--- src/rtl/rv_pipe_pkg.sv ---
// Shared pipeline types: fetch FSM states, the bubble instruction and the IF/ID record.
// Latency: none (types and pure functions only).
// Backpressure: none; consumers apply their own hold/flush controls.
package rv_pipe_pkg;

    // Fetch stage sequencing: one boot cycle, normal fetch, then a terminal fault state.
    typedef enum logic [1:0] {
        FETCH_BOOT = 2'd0,
        FETCH_RUN  = 2'd1,
        FETCH_HALT = 2'd2
    } fetch_state_t;

    // addi x0, x0, 0 -- the architectural bubble.
    localparam logic [31:0] NOP_INSTR = 32'h0000_0013;

    // IF/ID pipeline record, also consumed by the decode stage.
    typedef struct packed {
        logic        valid;
        logic [31:0] pc;
        logic [31:0] pc4;
        logic [31:0] instr;
    } if_id_t;

    // True when the word index of a byte address falls outside the memory.
    function automatic logic pc_out_of_range(input logic [31:0] pc, input logic [29:0] limit);
        return (pc[31:2] >= limit);
    endfunction

    // True when a byte address is not word aligned.
    function automatic logic pc_misaligned(input logic [31:0] pc);
        return (pc[1:0] != 2'b00);
    endfunction

endpackage

--- src/rtl/if_id_reg.sv ---
// IF/ID pipeline register: captures pc, pc+4 and instruction for decode.
// Latency: one cycle from load inputs to outputs.
// Backpressure: hold freezes all fields; flush (higher priority) inserts a bubble keeping pc/pc4.
module if_id_reg
    import rv_pipe_pkg::*;
#(
    parameter logic [31:0] NOP_INSTR = rv_pipe_pkg::NOP_INSTR
) (
    input  logic        clk,
    input  logic        rst_n,
    input  logic        flush,
    input  logic        hold,
    input  logic [31:0] load_pc,
    input  logic [31:0] load_pc4,
    input  logic [31:0] load_instr,
    output if_id_t      q
);

    // Flush beats hold; pc/pc4 are left alone on a flush so decode still sees the last address.
    always_ff @(posedge clk or negedge rst_n) begin
        if (!rst_n) begin
            q.valid <= 1'b0;
            q.pc    <= 32'h0;
            q.pc4   <= 32'h0;
            q.instr <= NOP_INSTR;
        end else if (flush) begin
            q.valid <= 1'b0;
            q.instr <= NOP_INSTR;
        end else if (!hold) begin
            q.valid <= 1'b1;
            q.pc    <= load_pc;
            q.pc4   <= load_pc4;
            q.instr <= load_instr;
        end
    end

endmodule

--- src/rtl/if_fetch_stage.sv ---
// Instruction fetch: owns the PC, addresses imem combinationally and fills IF/ID.
// Latency: one cycle PC -> IF/ID; a redirect costs exactly one bubble.
// Backpressure: stall holds PC and IF/ID; redirect overrides stall; a fault halts until reset.
module if_fetch_stage
    import rv_pipe_pkg::*;
#(
    parameter logic [31:0] RESET_PC   = 32'h0000_0000,
    parameter logic [31:0] NOP_INSTR  = rv_pipe_pkg::NOP_INSTR,
    parameter int unsigned IMEM_WORDS = 1024
) (
    input  logic        clk,
    input  logic        rst_n,
    input  logic        stall_i,
    input  logic        redirect_valid_i,
    input  logic [31:0] redirect_pc_i,
    output logic [31:0] imem_addr_o,
    input  logic [31:0] imem_instr_i,
    output logic        if_id_valid_o,
    output logic [31:0] if_id_pc_o,
    output logic [31:0] if_id_pc4_o,
    output logic [31:0] if_id_instr_o,
    output logic [31:0] fetch_count_o,
    output logic        fault_o,
    output logic [31:0] fault_pc_o
);

    localparam logic [29:0] IMEM_LIMIT = 30'(IMEM_WORDS);

    fetch_state_t state;
    logic [31:0]  pc_q;
    logic [31:0]  pc_plus4;
    logic [31:0]  fetch_count;
    logic         fault;
    logic [31:0]  fault_pc;

    logic         redirect_bad;
    logic         pc_bad;
    logic         ifid_flush;
    logic         ifid_hold;
    if_id_t       ifid_q;

    assign pc_plus4 = pc_q + 32'd4;

    // Classify the current PC and any redirect target before the FSM acts on them.
    always_comb begin
        redirect_bad = pc_misaligned(redirect_pc_i) || pc_out_of_range(redirect_pc_i, IMEM_LIMIT);
        pc_bad       = pc_out_of_range(pc_q, IMEM_LIMIT);
    end

    // IF/ID controls: only RUN ever changes the register; any redirect or fault flushes it.
    always_comb begin
        ifid_flush = 1'b0;
        ifid_hold  = 1'b1;
        if (state == FETCH_RUN) begin
            ifid_flush = redirect_valid_i || pc_bad;
            ifid_hold  = !(redirect_valid_i || pc_bad) && stall_i;
        end
    end

    // Fetch FSM with PC, fetch counter and sticky fault capture.
    always_ff @(posedge clk or negedge rst_n) begin
        if (!rst_n) begin
            state       <= FETCH_BOOT;
            pc_q        <= RESET_PC;
            fetch_count <= 32'h0;
            fault       <= 1'b0;
            fault_pc    <= 32'h0;
        end else begin
            case (state)
                FETCH_BOOT: begin
                    state <= FETCH_RUN;
                end
                FETCH_RUN: begin
                    if (redirect_valid_i) begin
                        if (redirect_bad) begin
                            state    <= FETCH_HALT;
                            fault    <= 1'b1;
                            fault_pc <= redirect_pc_i;
                        end else begin
                            pc_q <= redirect_pc_i;
                        end
                    end else if (pc_bad) begin
                        state    <= FETCH_HALT;
                        fault    <= 1'b1;
                        fault_pc <= pc_q;
                    end else if (!stall_i) begin
                        pc_q        <= pc_plus4;
                        fetch_count <= fetch_count + 32'd1;
                    end
                end
                FETCH_HALT: begin
                    // Frozen until reset.
                end
                default: begin
                    state <= FETCH_HALT;
                end
            endcase
        end
    end

    if_id_reg #(
        .NOP_INSTR (NOP_INSTR)
    ) u_if_id_reg (
        .clk        (clk),
        .rst_n      (rst_n),
        .flush      (ifid_flush),
        .hold       (ifid_hold),
        .load_pc    (pc_q),
        .load_pc4   (pc_plus4),
        .load_instr (imem_instr_i),
        .q          (ifid_q)
    );

    assign imem_addr_o   = pc_q;
    assign if_id_valid_o = ifid_q.valid;
    assign if_id_pc_o    = ifid_q.pc;
    assign if_id_pc4_o   = ifid_q.pc4;
    assign if_id_instr_o = ifid_q.instr;
    assign fetch_count_o = fetch_count;
    assign fault_o       = fault;
    assign fault_pc_o    = fault_pc;

endmodule

--- config.mk ---
export PLATFORM = sky130hd
export DESIGN_NAME = if_fetch_stage
export DESIGN_NICKNAME = d
export VERILOG_FILES = /design/src/rtl/rv_pipe_pkg.sv /design/src/rtl/if_id_reg.sv /design/src/rtl/if_fetch_stage.sv
export SDC_FILE = /design/constraint.sdc
export NUM_CORES = 1
export LEC_CHECK = 0
export CORE_ASPECT_RATIO = 0.75
export CORE_MARGIN = 5
export CORE_UTILIZATION = 46
export DETAILED_ROUTE_END_ITERATION = 8
export GPL_TIMING_DRIVEN = 1
export PLACE_DENSITY = 0.87
export SKIP_CTS_REPAIR_TIMING = 1
export SLEW_MARGIN = 20
export SYNTH_ARGS = -nofsm -noshare
export SYNTH_HDL_FRONTEND = slang
export SYNTH_SLANG_ARGS = --single-unit
--- constraint.sdc ---
create_clock -name clk -period 2.8 [get_ports clk]
set_input_delay 0.56 -clock clk [delete_from_list [all_inputs] [get_ports clk]]
set_output_delay 0.56 -clock clk [all_outputs]
set_load 0.01 [all_outputs]
==> results of run 1 <==
[synth_stat cells (all sizes together), types with 3 or more instances]
cell type / number / area, um^2
buf: 10 / 70.1
o2bb2ai: 6 / 52.6
dfstp: 3 / 78.8
and4: 3 / 26.3
inv: 18 / 67.6
nor4: 15 / 119
dfrtp: 191 / 4780
clkbuf: 29 / 109
ha: 3 / 37.5
xnor2: 17 / 149
nand2: 27 / 101
or4: 3 / 26.3
nor3: 22 / 110
nor2: 24 / 90.1
and2: 21 / 131
nand3: 13 / 65.1
o22ai: 6 / 37.5
xor2: 23 / 201
nor2b: 40 / 250
a21oi: 13 / 65.1
nand4: 8 / 56.3
mux2: 78 / 878
or2: 5 / 31.3
a22o: 30 / 263
o21ai: 6 / 30.0
[final cells by class]
| cell class | count | area [um^2] | share of cell area, % |
|---|---|---|---|
| inverter | 19 | 71.3 | 0.621 |
| timing repair buffer | 284 | 2820 | 24.6 |
| clock inverter | 13 | 119 | 1.04 |
| multi-input combinational | 380 | 2900 | 25.3 |
| clock buffer | 18 | 439 | 3.83 |
| sequential | 194 | 4860 | 42.3 |
| tap | 215 | 269 | 2.34 |
[critical path: cells and delay by family (launching register included)]
family | cells | cell delay, ns
simple gates | 4 | 1.56
flops | 1 | 0.42
buf+inv | 1 | 0.25
xor+xnor | 1 | 0.18
[registers in the layout (all words and copies together), names as in the netlist]
| name | flops |
|---|---|
| state | 2 |
| fetch_count_o | 32 |
| u_if_id_reg.q | 95 |
| fault_pc_o | 32 |
| fault_o | 1 |
| imem_addr_o | 32 |
[logic make-up (layout without fill, tap and decap cells)]
| group | Yosys count | in the layout | share of synthesized area (%) |
|---|---|---|---|
| mux | 80 | 80 | 11.3 |
| simple gates | 187 | 187 | 13.2 |
| flops | 194 | 194 | 61.0 |
| buf+inv | 58 | 334 | 3.14 |
| compound gates | 70 | 70 | 6.52 |
| xor+xnor | 40 | 40 | 4.40 |
| fa+ha+maj | 3 | 3 | 0.471 |
[through the flow]
stage,cells,hold slack [ns],setup slack (ns)
final,1123,0.0369,0.300
after global routing,1123,0.0346,0.165
after CTS,1123,0.0288,0.123
after detailed placement,1092,0.465,-0.0475
after global placement,1092,0.456,0.0430
after floorplan,632,0.264,0.404
[layer usage]
metal	vias up	GRT usage (%)	wire, um
met4	0	4.70	204
met1	2985	29.6	9480
met5	-	0	0
li1	2711	-	-
met2	212	34.1	10100
met3	15	7.97	1860
[power by group through the flow]
stage	clock network [mW]	registers (mW)	logic, mW
after floorplan	0	3.67	0.510
after global placement	0	3.53	1.78
after detailed placement	0	3.55	1.81
after CTS	2.37	3.50	1.83
after global routing	2.49	3.56	1.92
final	2.32	3.50	1.80
[worst paths after layout]
check | depth (start not counted) | endpoint | slack, ns
worst max register to register | 6 | fetch_count_o[13] | 0.30
min in group clk | 1 | fault_o | 0.49
worst min-delay path | 1 | fetch_count_o[7] | 0.04
max in group asynchronous | 2 | u_if_id_reg.q[76] | 2.04
worst min register to register | 1 | fault_o | 0.49
worst max-delay path | 6 | fetch_count_o[13] | 0.30
==> results_dict.tcl, run 1 <==
set metrics [dict create \
    tritoncts "yes" \
    die_outline_area_um2 20100 \
    finish.utilization_pct 67.8 \
    grt_first_pass_wirelength_um 34400 \
    syn-num-nets 703 \
    timing.critical_path.cells "nor4_1 -> nand4_1 -> or4_1 -> buf_4 -> nor3_1 -> xnor2_1" \
    final_net_count 967 \
    detailroute.via_count 5923 \
    netSwitchingFraction_pct 28.0 \
    setup_total_negative_slack_ns 0 \
    timing_hold_violations_final 0 \
    numClockSinks 194 \
    cell_at_the_root_of_the_clock_tree "sky130_fd_sc_hd__clkbuf_16" \
    clock_tree.buffer_depth 2 \
    die_h_um 124 \
    p_comb_share_pct 23.6 \
    wire_per_inst_um 19.3 \
    coreArea_um2 16900 \
    static-leakage-power_nw 5.24 \
    post_route_cells_drive_above_1_share_pct 17.1 \
    layout_skew_ns 0.0140 \
    grt.total_usage_pct 21.8 \
    mappedNetlistArea_um2 7970 \
    critical_path.endpoint_type "flip-flop" \
    grt_start_max_net_pins 75 \
    hp-class "in2async" \
    firstDrtPassIters 4 \
    ys_seq_area_share_pct 61.0 \
    worst_slew_pin_slew_ns 1.04 \
    net-switching-power_mw 2.13 \
    power.share.sequential_pct 46.0 \
    final_cell_mix "sky130_fd_sc_hd__clkdlybuf4s50_1 (259), sky130_fd_sc_hd__dfrtp_1 (191), sky130_fd_sc_hd__mux2_2 (78), sky130_fd_sc_hd__nor2b_1 (40), sky130_fd_sc_hd__a22o_1 (30)" \
    initial_core_util_pct 47.1 \
    syn_area_per_cell_um2 12.6 \
    timing.final.max_slew_violations 0 \
    internal_power_mw 5.49 \
    mostFrequentLayoutCell "sky130_fd_sc_hd__clkdlybuf4s50_1" \
    final.fill_count 1209 \
    detail_route.drc_violations 0 \
    wire_length_reported_by_the_detailed_router_um 21600 \
    dpl.hpwl_um 15600 \
    areaGrowthSynthToFinish_pct 44.1 \
    detail_route.iter0.violations 289 \
    synth_top_flop_cell "sky130_fd_sc_hd__dfrtp_1" \
    clkPwrFrac_pct 30.4 \
    portion_of_the_clock_cycle_consumed_by_the_worst_path_in_the_final_layout_pct 89.3 \
    yosysWarnings 0 \
    row_count 41 \
    grt_setup_unrepaired "no" \
    crit_start "imem_addr_o[25]" \
    cts_made_buffers 17 \
    number_of_enable_type_register_cells_in_the_synthesized_netlist 0 \
    final_area_um2 11500 \
    fin_total_pwr_mw 7.62 \
    vias_per_cell 5.27 \
    finalWeightedCongestion 0.831 \
    grt.overflow.total 0 \
    timing.critical_path.arrival_ns 2.84 \
    ys_seq_elements 194 \
    maxCapViolations 0 \
    clkTransAtPathRegs_ns 0.07 \
    ir_worst_vdd_v 0.000448 \
    r2r_start "imem_addr_o[25]" \
    worst_skew_pair.late_latency_ns 0.43 \
    timing.critical_path.from_type "flip-flop" \
    numPortBuffers 261 \
    ant_nets 0 \
    number_of_top_level_pins 262 \
    syn-instance-count 632 \
    timing.fmax_mhz 400 \
    setup-violations-final 0 \
    timing.max_slew.rel_slack_pct 30.6 \
    required_ns 3.14 \
    dpl_cell_area_um2 10900 \
    worstPathMaxFanout 10 \
    fin_crit_ns 2.50 \
    fp.dieW_um 162 \
    first_global_vias 6067 \
    ys_async_sr_fraction_pct 100 \
    htree_num_levels 4 \
    crit_path_max_incr_delay_ns 0.71 \
    status "finished clean" \
    number_of_antenna_violations_at_the_first_check_in_global_routing 0 \
    timing.setup.critical_path_class "reg2reg" \
    slowest_stage "sky130_fd_sc_hd__or4_1" \
    diodes 0 \
    power_density_nw_per_um2 664 \
    post_synth_num_cell_types 44 \
]
Power figures use the tool's default switching activity.
==> run 2: changes to the inputs <==
==> constraint.sdc (replaced) <==
create_clock -name clk -period 2.8 [get_ports clk]
set_input_delay 0.42 -clock clk [delete_from_list [all_inputs] [get_ports clk]]
set_output_delay 0.42 -clock clk [all_outputs]
set_load 0.01 [all_outputs]
==> run 2 against run 1 <==
Effect of this change: the run now ends with negative hold slack left; combinational power barely moved; register-to-register slack about the same; sequential cell count unchanged; first-iteration DRC count increased by 16%; non-clock buffer count down 1; largest cell class unchanged.
==> results_dict.tcl, run 2 (synthesis results as in run 1) <==
set metrics [dict create \
    status "complete, but fails checks" \
    violations "negative hold slack" \
    detailroute.via_count 5989 \
    required_ns 3.14 \
    timing.final.max_slew_violations 0 \
    dpl.hpwl_um 15900 \
    tritoncts "yes" \
    timing.final.ws_setup_ns 0.296 \
    portion_of_the_clock_cycle_consumed_by_the_worst_path_in_the_final_layout_pct 89.4 \
    timing.critical_path.from_type "flip-flop" \
    post_route_cells_drive_above_1_share_pct 17.0 \
    timing.setup.critical_path_class "reg2reg" \
    crit_path_max_incr_delay_ns 0.48 \
    cell_at_the_root_of_the_clock_tree "sky130_fd_sc_hd__clkbuf_16" \
    initial_core_util_pct 47.1 \
    grt_first_pass_wirelength_um 34900 \
    clock_tree.buffer_depth 2 \
    die_h_um 124 \
    timing.max_slew.rel_slack_pct 30.5 \
    finish.utilization_pct 68.1 \
    row_count 41 \
    final.fill_count 1243 \
    timing.reg2reg.setup_slack_ns 0.30 \
    detail_route.drc_violations 0 \
    layout_skew_ns 0.0123 \
    final_net_count 966 \
    timing.critical_path.cells "nor4_1 -> nand4_1 -> buf_4 -> or4_1 -> buf_4 -> nor4_2 -> xor2_1" \
    power_density_nw_per_um2 677 \
    firstDrtPassIters 5 \
    number_of_antenna_violations_at_the_first_check_in_global_routing 1 \
    slowest_stage "sky130_fd_sc_hd__or4_1" \
    detail_route.iter0.violations 335 \
    total_area_of_multi_input_combinational_cells_um2 2900 \
    numPortBuffers 261 \
    ant_nets 0 \
    hp-class "in2async" \
    r2r_start "imem_addr_o[26]" \
    top_register "u_if_id_reg.q" \
    mostFrequentLayoutCell "sky130_fd_sc_hd__clkdlybuf4s50_1" \
    timing_hold_violations_final 5 \
    grt_setup_unrepaired "no" \
    critical_path.endpoint_type "flip-flop" \
    clkTransAtPathRegs_ns 0.08 \
    htree_num_levels 4 \
    fp.dieW_um 162 \
    rr_endpoint "fetch_count_o[28]" \
    maxCapViolations 0 \
    final_cell_mix "sky130_fd_sc_hd__clkdlybuf4s50_1 (259), sky130_fd_sc_hd__dfrtp_1 (191), sky130_fd_sc_hd__mux2_2 (78), sky130_fd_sc_hd__nor2b_1 (40), sky130_fd_sc_hd__a22o_1 (30)" \
    timing.fmax_mhz 399 \
    first_global_vias 6175 \
    finalWeightedCongestion 0.844 \
    static-leakage-power_nw 5.27 \
    numClockSinks 194 \
    timing.critical_path.arrival_ns 2.84 \
    number_of_top_level_pins 262 \
    coreArea_um2 16900 \
    fin_crit_ns 2.50 \
    preCtsSetupSlack_ns 0.0956 \
    vias_per_cell 5.33 \
    setup_total_negative_slack_ns 0 \
    areaGrowthSynthToFinish_pct 44.7 \
    wire_per_inst_um 19.7 \
    worst_path_most_repeated_cell "sky130_fd_sc_hd__buf_4" \
    grt_start_max_net_pins 64 \
    cts_made_buffers 17 \
    largest_reg_flops 95 \
    worst_skew_pair.late_latency_ns 0.43 \
    grt.total_usage_pct 22.2 \
    grt.overflow.total 0 \
    regArea_um2 4860 \
    worst_path_dominant_cell_family "simple AND/OR/NAND/NOR gates" \
    wire_length_reported_by_the_detailed_router_um 22100 \
    whs_ns -0.0117 \
    ir_worst_vdd_v 0.000453 \
    die_outline_area_um2 20100 \
    cp.buffers_inverters 2 \
    reg2reg_depth 7 \
    worstPathMaxFanout 14 \
    worst_slew_pin_slew_ns 1.04 \
    setup-violations-final 0 \
]
## run 2: cell count changes in the layout (fill, tap and decap cells not counted)
| cell | delta |
|---|---|
| sky130_fd_sc_hd__clkinv_4 | -3 |
| sky130_fd_sc_hd__clkinv_8 | +3 |
| sky130_fd_sc_hd__bufinv_16 | +2 |
| sky130_fd_sc_hd__inv_6 | +2 |
| sky130_fd_sc_hd__inv_8 | -2 |
| sky130_fd_sc_hd__buf_4 | -1 |
| sky130_fd_sc_hd__clkbuf_8 | -1 |
| sky130_fd_sc_hd__clkinv_2 | +1 |
| sky130_fd_sc_hd__clkinvlp_4 | -1 |
| sky130_fd_sc_hd__diode_2 | +1 |
| sky130_fd_sc_hd__nor4_1 | +1 |
| sky130_fd_sc_hd__nor4_2 | -1 |
## run 2: how the worst max path moves through the flow
stage / start / endpoint / cells after the start
floorplan: fetch_count_o[3] / fetch_count_o[29] / 7
global placement: redirect_pc_i[14] / fault_pc_o[7] / 6
detailed placement: redirect_pc_i[14] / fault_pc_o[17] / 6
CTS: imem_addr_o[26] / fetch_count_o[28] / 7
global route: imem_addr_o[26] / fetch_count_o[23] / 6
finish: imem_addr_o[26] / fetch_count_o[28] / 7
## run 2: through the flow
| step | cells | instance area (um^2) | power [mW] |
|---|---|---|---|
| global route | 1124 | 11500 | 8.16 |
| finish | 1124 | 11500 | 7.81 |
| global placement | 1091 | 10900 | 5.31 |
| floorplan | 632 | 7970 | 4.18 |
| detailed placement | 1091 | 10900 | 5.36 |
| CTS | 1123 | 11500 | 7.90 |
## run 2: power breakdown
part	switching, mW	leakage [nW]	internal (mW)	total, mW
clock network	1.14	0.305	1.36	2.51
registers	0.301	2.55	3.21	3.51
logic	0.709	2.41	1.09	1.80
## run 2: final cells by class
cell class                      instances  area share (%)
Timing Repair Buffer                  283            24.4
Clock buffer                           17            3.69
Clock inverter                         15            1.68
Sequential cell                       194            42.1
Antenna cell                            1          0.0217
Multi-Input combinational cell        380            25.1
Tap cell                              215            2.33
Inverter                               19           0.618
## run 2: routing by layer
layer	part of all wire, %	global-route usage [%]	routed length (um)	up-vias
met5	0	0	0	-
met4	0.88	5.44	195	0
met3	8.8	7.58	1940	21
met2	47	35.6	10500	251
met1	43	29.5	9500	2993
li1	-	-	-	2724
